File: config.mk
export PLATFORM = sky130hd
export DESIGN_NAME = ps2_keyboard
export DESIGN_NICKNAME = d
export VERILOG_FILES = /design/src/rtl/ps2_pkg.sv /design/src/rtl/ps2_filter.sv /design/src/rtl/ps2_keyboard.sv
export SDC_FILE = /design/constraint.sdc
export NUM_CORES = 1
export LEC_CHECK = 0
export CAP_MARGIN = 5
export CORE_ASPECT_RATIO = 0.6
export CORE_UTILIZATION = 50
export CTS_BUF_LIST = sky130_fd_sc_hd__clkbuf_16
export CTS_CLUSTER_DIAMETER = 50
export DETAILED_ROUTE_END_ITERATION = 10
export PLACE_DENSITY = 0.84
export SLEW_MARGIN = 5
export SYNTH_ARGS = -nofsm -noshare
export SYNTH_HDL_FRONTEND = slang
export SYNTH_SLANG_ARGS = --single-unit
export TNS_END_PERCENT = 5
File: constraint.sdc
create_clock -name clock -period 1.9 [get_ports clock]
set_clock_uncertainty 0.05 [all_clocks]
set_input_delay 0.57 -clock clock [delete_from_list [all_inputs] [get_ports clock]]
set_output_delay 0.57 -clock clock [all_outputs]
set_load 0.005 [all_outputs]
File: src/rtl/ps2_pkg.sv
// Shared types and scancode prefix constants for the PS/2 keyboard receiver.
package ps2_pkg;

    typedef enum logic [1:0] {
        ST_IDLE,
        ST_DATA,
        ST_PARITY,
        ST_STOP
    } ps2_state_t;

    localparam logic [7:0] PS2_BREAK = 8'hF0;
    localparam logic [7:0] PS2_EXT   = 8'hE0;

endpackage

File: src/rtl/ps2_filter.sv
// Synchronizes the raw PS/2 lines, debounces ps2_clk with a FILTER_LEN-sample
// filter, and emits a one-cycle strobe on each accepted falling edge.
module ps2_filter #(
    parameter int FILTER_LEN = 8
) (
    input  logic clock,
    input  logic reset_n,
    input  logic ps2_clk,
    input  logic ps2_dat,
    output logic fall,
    output logic dat_sync
);

    localparam int CW = (FILTER_LEN < 2) ? 1 : $clog2(FILTER_LEN);

    logic          clk_s1;
    logic          clk_s2;
    logic          dat_s1;
    logic          level;
    logic [CW-1:0] cnt;

    always_ff @(posedge clock or negedge reset_n) begin
        if (!reset_n) begin
            clk_s1   <= 1'b1;
            clk_s2   <= 1'b1;
            dat_s1   <= 1'b1;
            dat_sync <= 1'b1;
            level    <= 1'b1;
            cnt      <= '0;
            fall     <= 1'b0;
        end else begin
            clk_s1   <= ps2_clk;
            clk_s2   <= clk_s1;
            dat_s1   <= ps2_dat;
            dat_sync <= dat_s1;
            fall     <= 1'b0;
            // cnt counts consecutive samples that disagree with the accepted level
            if (clk_s2 == level) begin
                cnt <= '0;
            end else if (cnt == CW'(FILTER_LEN - 1)) begin
                level <= clk_s2;
                cnt   <= '0;
                fall  <= level;
            end else begin
                cnt <= cnt + 1'b1;
            end
        end
    end

endmodule

File: src/rtl/ps2_keyboard.sv
// PS/2 keyboard frame receiver with F0/E0 prefix tracking.
// Define PS2_TIMEOUT_EN to add an inter-edge timeout that drops stalled frames.
//
// state     | meaning
// ----------+--------------------------------------------
// ST_IDLE   | waiting for a start bit (dat=0 on a fall)
// ST_DATA   | shifting in 8 data bits, LSB first
// ST_PARITY | capturing the parity bit
// ST_STOP   | checking stop bit and parity, then decode
module ps2_keyboard
    import ps2_pkg::*;
#(
    parameter int FILTER_LEN = 8,
    parameter int TIMEOUT    = 25000
) (
    input  logic       clock,
    input  logic       reset_n,
    input  logic       ps2_clk,
    input  logic       ps2_dat,
    output logic       kdone,
    output logic [7:0] kdata,
    output logic       kbreak,
    output logic       kext,
    output logic       kerr
);

    logic       fall;
    logic       dat;
    ps2_state_t state;
    logic [7:0] shift;
    logic [2:0] bit_cnt;
    logic       par;
    logic       brk_flag;
    logic       ext_flag;

    ps2_filter #(.FILTER_LEN(FILTER_LEN)) u_filter (
        .clock    (clock),
        .reset_n  (reset_n),
        .ps2_clk  (ps2_clk),
        .ps2_dat  (ps2_dat),
        .fall     (fall),
        .dat_sync (dat)
    );

`ifdef PS2_TIMEOUT_EN
    localparam int TW = (TIMEOUT < 2) ? 1 : $clog2(TIMEOUT);
    logic [TW-1:0] to_cnt;
`else
    if (TIMEOUT < 1) begin : g_timeout_unused
    end
`endif

    always_ff @(posedge clock or negedge reset_n) begin
        if (!reset_n) begin
            state    <= ST_IDLE;
            shift    <= '0;
            bit_cnt  <= '0;
            par      <= 1'b0;
            brk_flag <= 1'b0;
            ext_flag <= 1'b0;
            kdone    <= 1'b0;
            kerr     <= 1'b0;
            kdata    <= 8'h00;
            kbreak   <= 1'b0;
            kext     <= 1'b0;
`ifdef PS2_TIMEOUT_EN
            to_cnt   <= '0;
`endif
        end else begin
            kdone <= 1'b0;
            kerr  <= 1'b0;
`ifdef PS2_TIMEOUT_EN
            if (state == ST_IDLE || fall)
                to_cnt <= '0;
            else
                to_cnt <= to_cnt + 1'b1;

            if (state != ST_IDLE && !fall && to_cnt == TW'(TIMEOUT - 1)) begin
                kerr     <= 1'b1;
                brk_flag <= 1'b0;
                ext_flag <= 1'b0;
                state    <= ST_IDLE;
            end else
`endif
            if (fall) begin
                case (state)
                    ST_IDLE: begin
                        if (!dat) begin
                            state   <= ST_DATA;
                            shift   <= '0;
                            bit_cnt <= '0;
                        end else begin
                            kerr     <= 1'b1;
                            brk_flag <= 1'b0;
                            ext_flag <= 1'b0;
                        end
                    end
                    ST_DATA: begin
                        shift   <= {dat, shift[7:1]};
                        bit_cnt <= bit_cnt + 1'b1;
                        if (bit_cnt == 3'd7)
                            state <= ST_PARITY;
                    end
                    ST_PARITY: begin
                        par   <= dat;
                        state <= ST_STOP;
                    end
                    ST_STOP: begin
                        state <= ST_IDLE;
                        if ((^{shift, par}) && dat) begin
                            if (shift == PS2_BREAK) begin
                                brk_flag <= 1'b1;
                            end else if (shift == PS2_EXT) begin
                                ext_flag <= 1'b1;
                            end else begin
                                kdata    <= shift;
                                kbreak   <= brk_flag;
                                kext     <= ext_flag;
                                kdone    <= 1'b1;
                                brk_flag <= 1'b0;
                                ext_flag <= 1'b0;
                            end
                        end else begin
                            kerr     <= 1'b1;
                            brk_flag <= 1'b0;
                            ext_flag <= 1'b0;
                        end
                    end
                    default: state <= ST_IDLE;
                endcase
            end
        end
    end

endmodule

# [After elaboration in Yosys (flattened, before gate mapping)]
# Cells that the tools add are included.
[totals] reg_bits=37 input_bits=4 output_inout_bits=12 elab_cells=77
[op_classes] add_sub_neg=2 n_eq_ne=13 n_mux=29 bitwise_logic=3 n_reduce_logical=12
[op_table] cell="$mux 1" count=17
[op_table] cell="$eq 8x8->1 const B" count=2
[op_table] cell="$pmux 8 s2" count=1
[op_table] cell="$mux 3" count=3
[op_table] cell="$reduce_xor 9->1" count=1
[op_table] cell="$mux 8" count=1
[op_table] cell="$pmux 2 s4" count=1
[op_table] cell="$reduce_and 4->1" count=2
[op_table] cell="$add 3x1->3 const B" count=2
[op_table] cell="$eq 3x3->1 const B" count=2
[op_table] cell="$pmux 1 s2" count=3
[op_table] cell="$pmux 3 s2" count=1
[op_table] cell="$reduce_and 3->1" count=2
[op_table] cell="$reduce_and 5->1" count=1
[op_table] cell="$eq 2x2->1 const B" count=2
[op_table] cell="$mux 2" count=2
[op_table] cell="$ne 2x2->1 const B" count=2
[op_table] cell="$ne 4x4->1 const B" count=1
[op_table] cell="$reduce_and 2->1" count=2
[op_table] cell="$reduce_bool 2->1" count=2
[op_table] cell="$ne 3x3->1 const B" count=1
[op_table] cell="$not 1->1" count=3
[op_table] cell="$eq 2x1->1 const B" count=1
[op_table] cell="$logic_not 2->1" count=1
[op_table] cell="other kinds (3)" count=3

# [Logic depth before layout (Yosys ltp)]
# Gate-level depths: netlist of run 1.
[logic_depth] word_depth=6 ltp_mapped=6

# [Modules after synthesis]
# From an unflattened synthesis of run 1, not the netlist that was laid out.
[unflattened] hier_cells=127 hier_area_um2=1661.6
[by_module_without_submodules] module="ps2_keyboard" n_inst=1 cells_each=110 area_per_inst_um2=1350.0
[by_module_without_submodules] module="ps2_filter" n_inst=1 cells_each=17 area_per_inst_um2=311.5

# [Worst setup path after synthesis of run 1]
# Ideal clock, no wire load.
[synth_path] kind="register to register" startpoint="reg shift[1]" endpoint="reg kbreak" arrival_time_ns=1.719 required_time_ns=1.725 setup_slack_ns=0.006 path_stages_with_launch=6 synth_period_minus_slack_ns=1.894 path_cell_list="dfrtp_1 -> xor2_1 -> xnor3_2 -> mux2i_2 -> buf_6 -> mux2_4"
[synth_between] elab_chain_cells=3 elab_cells_between_ends=7
[synth_rtl] item="start: declaration" line_no="ps2_keyboard.sv:30" source="logic [7:0] shift;"
[synth_rtl] item="start signal: assignment" line_no="ps2_keyboard.sv:99" source="shift <= {dat, shift[7:1]};"
[synth_rtl] item="$eq 8x8->1 (tied with other cells)" line_no="ps2_keyboard.sv:113" source="end else if (shift == PS2_EXT) begin"
[synth_rtl] item="$not 1->1 (no source line) or $logic_and 1x1->1 (tied branches)"
[synth_rtl] item="$reduce_and 5->1 (no source line) *"
[synth_rtl] item="end signal: assignment" line_no="ps2_keyboard.sv:117" source="kbreak <= brk_flag;"
[synth_rtl] item="end: declaration" line_no="ps2_keyboard.sv:22" source="output logic kbreak,"
# Mark *: on every way between the ends. The rest lies on a longest branch, timed or not.
# A chain may end at the register's enable or synchronous reset.

# [Worst setup path after layout of run 1]
[layout_path] startpoint="reg shift[2]" endpoint="reg kdata[1]"
[layout_between] elab_chain_cells=3 elab_cells_between_ends=7
[layout_rtl] item="$eq 8x8->1 (tied with other cells)" line_no="ps2_keyboard.sv:113"
[layout_rtl] item="$not 1->1 (no source line) or $logic_and 1x1->1 (tied branches)"
[layout_rtl] item="$reduce_and 5->1 (no source line) *"
[layout_rtl] item="end signal: assignment" line_no="ps2_keyboard.sv:116" source="kdata <= shift;"
[layout_rtl] item="end: declaration" line_no="ps2_keyboard.sv:21" source="output logic [7:0] kdata,"
# Marks and branches as above.

==> flow_summary.html, run 1 <==
<table>
<tr><th>Metric</th><th>Value</th></tr>
<tr><th colspan="2">Logic synthesis</th></tr>
<tr><td>Unique cell type count in the Yosys netlist</td><td>36</td></tr>
<tr><td>Syn Nets</td><td>134</td></tr>
<tr><td>Mean instance size in the synthesized netlist</td><td>14.0 µm²</td></tr>
<tr><td>Largest area contributor in the synthesized netlist</td><td>dfrtp_1</td></tr>
<tr><td>Post-Syn Instances</td><td>121</td></tr>
<tr><td>Sequential element share of the synthesized area</td><td>0.549</td></tr>
<tr><td>Number of flops mapped to enable cells by yosys</td><td>0</td></tr>
<tr><td>Mapped cell area</td><td>0.00170 mm²</td></tr>
<tr><td>Asr flop ratio synth</td><td>1.00</td></tr>
<tr><td>Top cells by area in the synthesized netlist</td><td>dfrtp_1, dfstp_2, mux2_4</td></tr>
<tr><td>Yosys warnings</td><td>0</td></tr>
<tr><td>Area share of the largest cell type after synthesis</td><td>0.471</td></tr>
<tr><td>Synthesized flop and latch total</td><td>37</td></tr>
<tr><td>Prevailing post-synth register cell</td><td>dfrtp_1</td></tr>
<tr><th colspan="2">Placement</th></tr>
<tr><td>Post-detail-place hpwl</td><td>2280 µm</td></tr>
<tr><td>Cell count after placement</td><td>183</td></tr>
<tr><td>Global placer's final weighted congestion</td><td>0.875</td></tr>
<tr><td>Buffers added on ports</td><td>15</td></tr>
<tr><td>Placed cell areas</td><td>0.00197 mm²</td></tr>
<tr><th colspan="2">Layout</th></tr>
<tr><td>Total area of sequential cells</td><td>936 µm²</td></tr>
<tr><td>Post-route insts no fill</td><td>196</td></tr>
<tr><td>Proportion of layout cells with a drive suffix above 1</td><td>0.364</td></tr>
<tr><td>Antenna diodes</td><td>0</td></tr>
<tr><td>Multi-input combinational cell area</td><td>781 µm²</td></tr>
<tr><td>Area overhead of the layout relative to synthesis</td><td>32.0%</td></tr>
<tr><td>Net count, final</td><td>166</td></tr>
<tr><td>Filler Cell Count</td><td>197</td></tr>
<tr><td>Summed area of non-filler cells in the final layout</td><td>0.00224 mm²</td></tr>
<tr><th colspan="2">Global route</th></tr>
<tr><td>Number of global-route vias before repair</td><td>1,117</td></tr>
<tr><td>Pin count of the biggest net entering global routing</td><td>38</td></tr>
<tr><td>Global Route Usage Sum</td><td>0.222</td></tr>
<tr><td>Global-route wire length before repair</td><td>5620 µm</td></tr>
<tr><td>Total overflow reported by the global router</td><td>0</td></tr>
<tr><td>Antenna violations before repair</td><td>0</td></tr>
<tr><th colspan="2">STA</th></tr>
<tr><td>Setup repair after global routing missed its margin</td><td>true</td></tr>
<tr><td>Clock period minus final worst setup slack</td><td>1.94 ns</td></tr>
<tr><td>Crit share post-route</td><td>1.02</td></tr>
<tr><td>Achievable Freq</td><td>515 MHz</td></tr>
<tr><td>Post-route setup slack</td><td>-0.0425 ns</td></tr>
<tr><td>Setup TNS</td><td>-0.295 ns</td></tr>
<tr><td>Max_slew headroom</td><td>0.701</td></tr>
<tr><td>Final-report setup violation count</td><td>9</td></tr>
<tr><td>Slew at the pin closest to its max-slew limit</td><td>0.449 ns</td></tr>
<tr><td>Hold Vio Cnt, Final</td><td>0</td></tr>
<tr><td>Final-report max-slew violation count</td><td>0</td></tr>
<tr><th colspan="2">Floorplanning</th></tr>
<tr><td>Floorplan Core Area</td><td>0.00304 mm²</td></tr>
<tr><td>Starting utilization of the core area</td><td>0.559</td></tr>
<tr><td>Placement row count</td><td>15</td></tr>
<tr><td>Width of the die</td><td>77.3 µm</td></tr>
<tr><td>IO Count</td><td>16</td></tr>
<tr><td>Vert. Die Dim</td><td>47.2 µm</td></tr>
<tr><td>Die area</td><td>0.00364 mm²</td></tr>
<tr><th colspan="2">Setup path</th></tr>
<tr><td>Critical Path RT</td><td>2.02 ns</td></tr>
<tr><td>Endpoint arrival time on the critical path</td><td>2.06 ns</td></tr>
<tr><td>Startpoint of the lowest-slack register-to-register path</td><td>shift[2]$_DFFE_PN0P_</td></tr>
<tr><td>Worst-path maximum fanout</td><td>6</td></tr>
<tr><td>Worst setup SP type</td><td>register</td></tr>
<tr><td>Kind of capture point of the worst setup path</td><td>register</td></tr>
<tr><td>Start point of the critical path</td><td>shift[2]$_DFFE_PN0P_</td></tr>
<tr><td>Critical setup path kind</td><td>register to register</td></tr>
<tr><th colspan="2">Power</th></tr>
<tr><td>Combinational fraction of design power</td><td>0.053</td></tr>
<tr><td>P_sw</td><td>394 µW</td></tr>
<tr><td>Static Leak</td><td>1.04 nW</td></tr>
<tr><td>Proportion of power drawn by flip-flops and latches</td><td>0.452</td></tr>
<tr><td>Power per cell area</td><td>848 mW/mm²</td></tr>
<tr><td>Worst IR Drop VDD</td><td>0.627 mV</td></tr>
<tr><td>Clock group share of total power</td><td>0.494</td></tr>
<tr><td>Switching Share</td><td>0.207</td></tr>
<tr><td>Design internal power</td><td>1.51 mW</td></tr>
<tr><th colspan="2">Clock tree</th></tr>
<tr><td>Buffer type at the clock tree root</td><td>clkbuf_16</td></tr>
<tr><td>Clock latency of the later-clocked register in the worst-skew pair</td><td>0.28 ns</td></tr>
<tr><td>Number of H-tree levels</td><td>2</td></tr>
<tr><td>Number of sinks on the clock net</td><td>37</td></tr>
<tr><td>CTS tree</td><td>done</td></tr>
<tr><td>Clock buffer count from CTS</td><td>5</td></tr>
<tr><td>Worst-path clk slew</td><td>0.06 ns</td></tr>
<tr><td>Maximum buffer depth of the clock tree</td><td>2</td></tr>
<tr><th colspan="2">Worst hold path</th></tr>
<tr><td>Worst Hold Launch</td><td>u_filter.dat_s1$_DFF_PN1_</td></tr>
<tr><td>Type of the tightest min-delay check</td><td>register to register</td></tr>
<tr><th colspan="2">Routing</th></tr>
<tr><td>Number of DRC violations after detailed-routing iteration 0</td><td>38</td></tr>
<tr><td>Mean routed wirelength per cell</td><td>18.1 µm</td></tr>
<tr><td>Drt first pass iters</td><td>4</td></tr>
<tr><td>DR vias</td><td>1,100</td></tr>
<tr><td>Wire length after detailed routing</td><td>3560 µm</td></tr>
<tr><td>DRC violation count after routing</td><td>0</td></tr>
<tr><td>Detail-routed via count per cell</td><td>5.61</td></tr>
<tr><td>Final antenna-violating net count</td><td>0</td></tr>
<tr><th colspan="2">Job</th></tr>
<tr><td>Max-cap violations</td><td>0</td></tr>
<tr><th colspan="2">Run status</th></tr>
<tr><td>Violated checks</td><td>setup timing</td></tr>
<tr><td>Result of the run</td><td>finished, violations left</td></tr>
</table>
==> kinds of logic (layout without fill, tap and decap cells) <==
| logic type | Yosys count | after routing | synth area share |
|---|---|---|---|
| buffers and inverters | 9 | 42 | 0.0243 |
| DFF | 37 | 37 | 0.549 |
| adders and majority gates | 9 | 9 | 0.0663 |
| xor gates and xnor gates | 8 | 8 | 0.0670 |
| and+or+nand+nor | 21 | 21 | 0.0788 |
| muxes | 15 | 15 | 0.118 |
| AOI/OAI and AO/OA | 22 | 22 | 0.0972 |
==> path summary, 6_finish.rpt <==
path,endpoint,slack [ns],cells after the start
worst min-delay path,u_filter.dat_sync$_DFF_PN1_,0.31,0
worst max-delay path,kdata[1]$_DFFE_PN0P_,-0.04,5
worst min register to register,u_filter.dat_sync$_DFF_PN1_,0.31,0
max in group asynchronous,u_filter.dat_s1$_DFF_PN1_,0.94,2
min in group asynchronous,shift[4]$_DFFE_PN0P_,0.61,2
worst max register to register,kdata[1]$_DFFE_PN0P_,-0.04,5
==> stage by stage <==
| step | utilization | hold slack (ns) | worst slack (ns) | power, mW |
|---|---|---|---|---|
| final | 0.737 | 0.305 | -0.0425 | 1.90 |
| after global routing | 0.737 | 0.317 | -0.0747 | 1.96 |
| after CTS | 0.727 | 0.307 | -0.0288 | 1.91 |
| after detailed placement | 0.647 | 0.299 | -0.0729 | 0.973 |
| after global placement | 0.647 | 0.297 | 0.0387 | 0.958 |
| after floorplan | - | 0.224 | 0.00582 | 0.924 |
==> power by group through the flow <==
stage	combinational (mW)	clock, mW	sequential, mW
after floorplan	0.0586	0	0.865
after global placement	0.0904	0	0.868
after detailed placement	0.0996	0	0.874
after CTS	0.100	0.950	0.860
after global routing	0.116	0.986	0.863
final	0.101	0.939	0.860
==> layer usage <==
layer / track usage / up-vias / wire [µm]
met5: 0 / - / 0
met1: 0.252 / 549 / 1520
met2: 0.393 / 37 / 1740
met3: 0.0660 / 11 / 207
li1: - / 503 / -
met4: 0.136 / 0 / 87
==> cell usage after synthesis (3+ instances only) <==
library cell,number
dfrtp_1,32
a22o_1,10
ha_1,9
mux2_4,8
a21oi_1,6
clkbuf_1,5
dfstp_2,5
mux2_2,5
xnor2_1,4
inv_1,3
nand2_1,3
==> state kept, by name, summed over array words and instances (netlist names) <==
name and cells:
u_filter.cnt 3, kdone 1, state 2, kext 1
kerr 1, bit_cnt 3, u_filter.level 1, kbreak 1
kdata 8, u_filter.clk_s2 1, u_filter.dat_sync 1, u_filter.fall 1
par 1, ext_flag 1, shift 8, u_filter.dat_s1 1
brk_flag 1, u_filter.clk_s1 1
==> final cells by class <==
| cell class | instances | area share |
|---|---|---|
| Sequential cell | 37 | 0.417 |
| Multi-Input combinational cell | 75 | 0.348 |
| Timing Repair Buffer | 31 | 0.129 |
| Clock buffer | 5 | 0.0558 |
| Tap cell | 42 | 0.0234 |
| Clock inverter | 3 | 0.0206 |
| Inverter | 3 | 0.00502 |
==> repair_timing <==
item	CTS	global route
setup endpoints to repair	9	10
setup buffers	3	2
pin swaps	3	3
resized for setup	10	5
hold buffers	0	0
==> worst max-delay path, cell delays in order (launching register included) <==
cell,delay [ns]
dfrtp_2,0.44
xnor3_1,0.45
o2111ai_2,0.19
mux2i_4,0.22
buf_6,0.16
mux2_4,0.31
==> placed cells by master (no fill, tap or decap), types with 2 or more instances in the layout <==
cell type and instances:
dfrtp_1 29, clkdlybuf4s50_1 15, buf_4 13, a22o_1 10
mux2_4 9, ha_1 8, a21oi_1 6, clkbuf_16 5
dfstp_2 5, mux2_2 4, inv_1 3, nand2_1 3
dfrtp_2 3, xnor2_1 2, nor3_1 2, nor3b_1 2
nor2b_1 2, xnor2_2 2, o2111ai_2 2, nand2b_1 2
buf_6 2
Power figures use the tool's default switching activity.
==> run 2, diff against run 1 <==
--- a/config.mk
+++ b/config.mk
@@ -5,6 +5,7 @@
 export SDC_FILE = /design/constraint.sdc
 export NUM_CORES = 1
 export LEC_CHECK = 0
+export ABC_AREA = 0
 export CAP_MARGIN = 5
 export CORE_ASPECT_RATIO = 0.6
 export CORE_UTILIZATION = 50
==> results of run 2 <==
Same layout as run 1: the final DEF is identical, and so are final timing and power.
